==> src/rtl/add_rs_dispatch.sv <==
// Add/sub reservation station: holds issued ops until both operands are known,
// snoops the CDB for wakeup and hands one ready op at a time to the add unit.
module add_rs_dispatch #(
  parameter int RS_DEPTH = 3,
  parameter int DW       = 8
) (
  input  logic          clk2,
  input  logic          rst,
  input  logic          iss_valid,
  output logic          iss_ready,
  input  logic [3:0]    iss_func,
  input  logic [3:0]    iss_rd,
  input  logic [2:0]    iss_rob,
  input  logic          iss_s1_rdy,
  input  logic [3:0]    iss_s1_tag,
  input  logic [DW-1:0] iss_s1_val,
  input  logic          iss_s2_rdy,
  input  logic [3:0]    iss_s2_tag,
  input  logic [DW-1:0] iss_s2_val,
  input  logic          cdb_valid,
  input  logic [3:0]    cdb_rd,
  input  logic [DW-1:0] cdb_data,
  input  logic          ex_done,
  output logic          ex_b,
  output logic [2:0]    rs_index,
  output logic [DW-1:0] rs1_data,
  output logic [DW-1:0] rs2_data,
  output logic [3:0]    func,
  output logic [2:0]    rob_ind,
  output logic [3:0]    rd,
  output logic [2:0]    add_count
);

  localparam int IW = (RS_DEPTH > 1) ? $clog2(RS_DEPTH) : 1;

  typedef struct packed {
    logic [3:0]    func;
    logic [3:0]    rd;
    logic [2:0]    rob;
    logic          s1_rdy;
    logic [3:0]    s1_tag;
    logic [DW-1:0] s1_val;
    logic          s2_rdy;
    logic [3:0]    s2_tag;
    logic [DW-1:0] s2_val;
  } entry_t;

  typedef enum logic {IDLE, BUSY} state_t;

  state_t               state, state_next;
  logic [RS_DEPTH-1:0]  ent_valid;
  entry_t               ents [RS_DEPTH];
  entry_t               iss_entry;
  logic [IW-1:0]        free_idx, ready_idx;
  logic                 has_free, has_ready;
  logic                 issue_go, dispatch_go;

  // Lowest free slot for issue and lowest fully-ready slot for dispatch.
  always_comb begin
    free_idx  = '0;
    has_free  = 1'b0;
    ready_idx = '0;
    has_ready = 1'b0;
    for (int i = RS_DEPTH - 1; i >= 0; i--) begin
      if (!ent_valid[i]) begin
        free_idx = IW'(i);
        has_free = 1'b1;
      end
      if (ent_valid[i] && ents[i].s1_rdy && ents[i].s2_rdy) begin
        ready_idx = IW'(i);
        has_ready = 1'b1;
      end
    end
  end

  assign iss_ready = has_free;
  assign issue_go  = iss_valid & has_free;

  // An op arriving alongside a matching broadcast must not miss it.
  always_comb begin
    iss_entry.func   = iss_func;
    iss_entry.rd     = iss_rd;
    iss_entry.rob    = iss_rob;
    iss_entry.s1_rdy = iss_s1_rdy;
    iss_entry.s1_tag = iss_s1_tag;
    iss_entry.s1_val = iss_s1_val;
    iss_entry.s2_rdy = iss_s2_rdy;
    iss_entry.s2_tag = iss_s2_tag;
    iss_entry.s2_val = iss_s2_val;
    if (cdb_valid && !iss_s1_rdy && (iss_s1_tag == cdb_rd)) begin
      iss_entry.s1_rdy = 1'b1;
      iss_entry.s1_val = cdb_data;
    end
    if (cdb_valid && !iss_s2_rdy && (iss_s2_tag == cdb_rd)) begin
      iss_entry.s2_rdy = 1'b1;
      iss_entry.s2_val = cdb_data;
    end
  end

  always_ff @(posedge clk2) begin
    if (rst) state <= IDLE;
    else     state <= state_next;
  end

  always_comb begin
    state_next = state;
    case (state)
      IDLE:    if (has_ready) state_next = BUSY;
      BUSY:    if (ex_done)   state_next = IDLE;
      default: state_next = IDLE;
    endcase
  end

  always_comb begin
    dispatch_go = 1'b0;
    if (state == IDLE) dispatch_go = has_ready;
  end

  // Station storage, wakeup, and the registered dispatch port.
  always_ff @(posedge clk2) begin
    if (rst) begin
      ent_valid <= '0;
      ex_b      <= 1'b0;
      rs_index  <= '0;
      rs1_data  <= '0;
      rs2_data  <= '0;
      func      <= '0;
      rob_ind   <= '0;
      rd        <= '0;
      add_count <= '0;
    end else begin
      ex_b <= dispatch_go;
      for (int i = 0; i < RS_DEPTH; i++) begin
        if (ent_valid[i] && cdb_valid) begin
          if (!ents[i].s1_rdy && (ents[i].s1_tag == cdb_rd)) begin
            ents[i].s1_rdy <= 1'b1;
            ents[i].s1_val <= cdb_data;
          end
          if (!ents[i].s2_rdy && (ents[i].s2_tag == cdb_rd)) begin
            ents[i].s2_rdy <= 1'b1;
            ents[i].s2_val <= cdb_data;
          end
        end
      end
      if (issue_go) begin
        ent_valid[free_idx] <= 1'b1;
        ents[free_idx]      <= iss_entry;
      end
      if (dispatch_go) begin
        ent_valid[ready_idx] <= 1'b0;
        rs_index             <= 3'(ready_idx);
        rs1_data             <= ents[ready_idx].s1_val;
        rs2_data             <= ents[ready_idx].s2_val;
        func                 <= ents[ready_idx].func;
        rob_ind              <= ents[ready_idx].rob;
        rd                   <= ents[ready_idx].rd;
      end
      case ({issue_go, dispatch_go})
        2'b10:   add_count <= add_count + 3'd1;
        2'b01:   add_count <= add_count - 3'd1;
        default: add_count <= add_count;
      endcase
    end
  end

endmodule

==> config.mk <==
export PLATFORM = sky130hd
export DESIGN_NAME = add_rs_dispatch
export DESIGN_NICKNAME = d
export VERILOG_FILES = /design/src/rtl/add_rs_dispatch.sv
export SDC_FILE = /design/constraint.sdc
export NUM_CORES = 1
export LEC_CHECK = 0
export CORE_ASPECT_RATIO = 1.25
export CORE_UTILIZATION = 58
export DETAILED_ROUTE_END_ITERATION = 10
export GPL_ROUTABILITY_DRIVEN = 0
export PLACE_DENSITY = 0.82
export SYNTH_ARGS = -nofsm -noshare
export SYNTH_HDL_FRONTEND = slang
export SYNTH_SLANG_ARGS = --single-unit
==> constraint.sdc <==
create_clock -name clk2 -period 6 [get_ports clk2]
set_input_delay 1.2 -clock clk2 [delete_from_list [all_inputs] [get_ports clk2]]
set_output_delay 1.2 -clock clk2 [all_outputs]
set_load 0.005 [all_outputs]
==> flow_metrics.tcl <==
set metrics [dict create \
    ys_ff_latch 148 \
    drc 0 \
    layout-drive-gt1-share_pct 17.6 \
    synth_warnings 0 \
    io_pins 89 \
    p_int_mw 1.95 \
    rows 42 \
    fin_nets 605 \
    synth.largest_area_cell "edfxtp_1" \
    yosysMostFrequentCell "edfxtp_1" \
    syn_nets 517 \
    area_delta_synth_final_pct 25.0 \
    core_area_um2 10600 \
    rsz0062_at_grt "no" \
    worstPathMaxFanout 9 \
    drtPass1Iterations 5 \
    relSlewSlack_pct 17.7 \
    pwr-share-seq_pct 47.2 \
    numCtsBuffers 17 \
    cts_tree "built" \
    syn_area_per_cell_um2 13.6 \
    grt_usage_pct 28.2 \
    maxSlewViolCount 0 \
    final_cell_area_um2 7830 \
    required_ps 6160 \
    power.density_nw_per_um2 324 \
    outcome "finished clean" \
    async_flop_share_pct 0 \
    cp.arrival_ps 3750 \
    synth_area_leaders "edfxtp_1 50%, dfxtp_1 14%, mux2_2 8.6%, a221o_1 4.3%, xor2_1 3.5%" \
    crit_path_end_kind "flip-flop" \
    netSwitchingFraction_pct 23.2 \
    holdCritPathClass "reg -> reg" \
    comb_power_share_pct 12.0 \
    final.setup_skew_ps 6.83 \
    fin_tns_setup_ps 0 \
    clock-sinks 148 \
    drt_iter0_markers 308 \
    overflow 0 \
    wl_per_cell_um 21.2 \
    hold_viol 0 \
    criticalPathCategory "in -> reg" \
    drv_cap 0 \
    synth_edf_count 105 \
    routed_wl_um 14700 \
    max_freq_ghz 0.279 \
    ys.flop_type "edfxtp_1" \
    start_util_pct 59.3 \
    synth_seq_area_share_pct 64.1 \
    die_h_um 118 \
    grt_pass1_wl_um 23100 \
    startpoint_type "input port" \
    syn_area_um2 6260 \
    die_area_um2 11200 \
    routed_via_density 6.21 \
    antenna_left 0 \
    post-route-period-util_pct 59.7 \
    clockRootBuffer "clkbuf_16" \
    grt_max_degree 31 \
    clockBufferDepth 2 \
    path_clk_slew_ps 60 \
    setup_viol 0 \
    htreeDepth 4 \
    cts_hold_buffers 0 \
    post-route-util_pct 74.2 \
    postPlaceCellArea_um2 7250 \
    die_w_um 94.9 \
    portBuffers 87 \
    synthCells 461 \
    netlist.area_leader.share_pct 50.3 \
    clk_latency_ps 420 \
    synth_commonest_cells "105 x edfxtp_1, 48 x mux2_2, 43 x dfxtp_1, 38 x nand3_1, 31 x a21oi_1" \
    diodes 0 \
    p_leak_nw 2.67 \
    vias 4311 \
    cts_setup_buffers 0 \
    max_slew.worst_pin.slew_ps 1220 \
    yosysUniqueCellTypes 42 \
    fin_crit_ps 3580 \
    ir_drop_uv 230 \
    first_global_vias 4571 \
    hpwlAfterDp_um 9230 \
    p_sw_mw 0.589 \
    antenna_found_initial 0 \
    cts_resized 0 \
    pwr-share-clk_pct 40.8 \
]
-- worst paths after layout --
kind | slack [ps] | cells after the start | endpoint | start
setup reg to reg | 3370 | 10 | add_count[2]$_SDFFE_PP0P_ | ent_valid[0]$_SDFF_PP0_
setup / recovery | 2420 | 5 | ents[1][0]$_DFFE_PP_ | cdb_rd[1]
hold / removal | 470 | 1 | rob_ind[1]$_SDFFE_PP0N_ | ents[2][27]$_DFFE_PP_
hold reg to reg | 470 | 1 | rob_ind[1]$_SDFFE_PP0N_ | ents[2][27]$_DFFE_PP_
-- power groups by stage --
stage / registers (mW) / logic [mW] / clock network (mW)
global placement: 1.22 / 0.288 / 0
detailed placement: 1.22 / 0.300 / 0
global route: 1.20 / 0.329 / 1.09
floorplan: 1.21 / 0.160 / 0
finish: 1.20 / 0.304 / 1.04
CTS: 1.20 / 0.305 / 1.04
-- cells in the final DEF (no fill, tap or decap), types with 3 or more instances in the layout --
cell type	instances
nand2_1	29
inv_1	9
buf_4	10
nand2b_1	4
edfxtp_1	105
clkbuf_16	17
nor3_1	3
a22oi_1	6
clkinvlp_4	4
o21ai_0	7
nor2_1	15
nand3_1	38
a31oi_4	4
a221o_1	27
mux2_2	48
or3_1	3
nor2b_1	3
nor4_1	6
clkbuf_1	3
clkdlybuf4s50_1	87
a21oi_1	31
xor2_1	25
clkbuf_8	3
dfxtp_1	43
xnor2_1	3
-- registers in the layout, indices dropped and copies added, names as in the netlist --
signal,count
ex_b,1
rs_index,2
func,4
rs2_data,8
add_count,3
ent_valid,3
ents,111
rob_ind,3
rd,4
state,1
rs1_data,8
-- metrics by stage --
step	setup WS [ps]	total power, mW	hold WS (ps)	instances
detailed placement	2030	1.52	459	662
finish	2420	2.54	469	694
global route	2280	2.62	482	694
global placement	2100	1.50	451	662
CTS	2440	2.54	472	694
floorplan	3060	1.37	448	461
-- worst max-delay path, stage by stage --
cell and delay (ps):
clkdlybuf4s50_1 710, inv_1 120, a222oi_1 1040, a31oi_4 300, mux2_2 370
-- kinds of logic after synthesis --
| logic type | share of synthesized area [%] |
|---|---|
| compound gates | 11.4 |
| xor+xnor | 3.92 |
| fa+ha+maj | 0.519 |
| buf+inv | 2.76 |
| flops | 64.1 |
| mux | 8.79 |
| other cells | 0.0599 |
| simple gates | 8.43 |
-- routing by layer --
layer | track usage (%) | share of wire [%]
met5 | 0 | 0
met4 | 12.1 | 3.1
met3 | 6.18 | 5.6
met2 | 49.2 | 54
met1 | 32.7 | 38
-- final cells by class --
cell class              count  area, µm²
well taps                 132        165
fillers                   680       2730
clock inverters             9        104
flip-flops and latches    148       4010
multi-input cells         275       2090
repair buffers             97        946
clock buffers              23        478
inverters                  10       37.5
No activity file was read; power rests on OpenSTA's default activity.
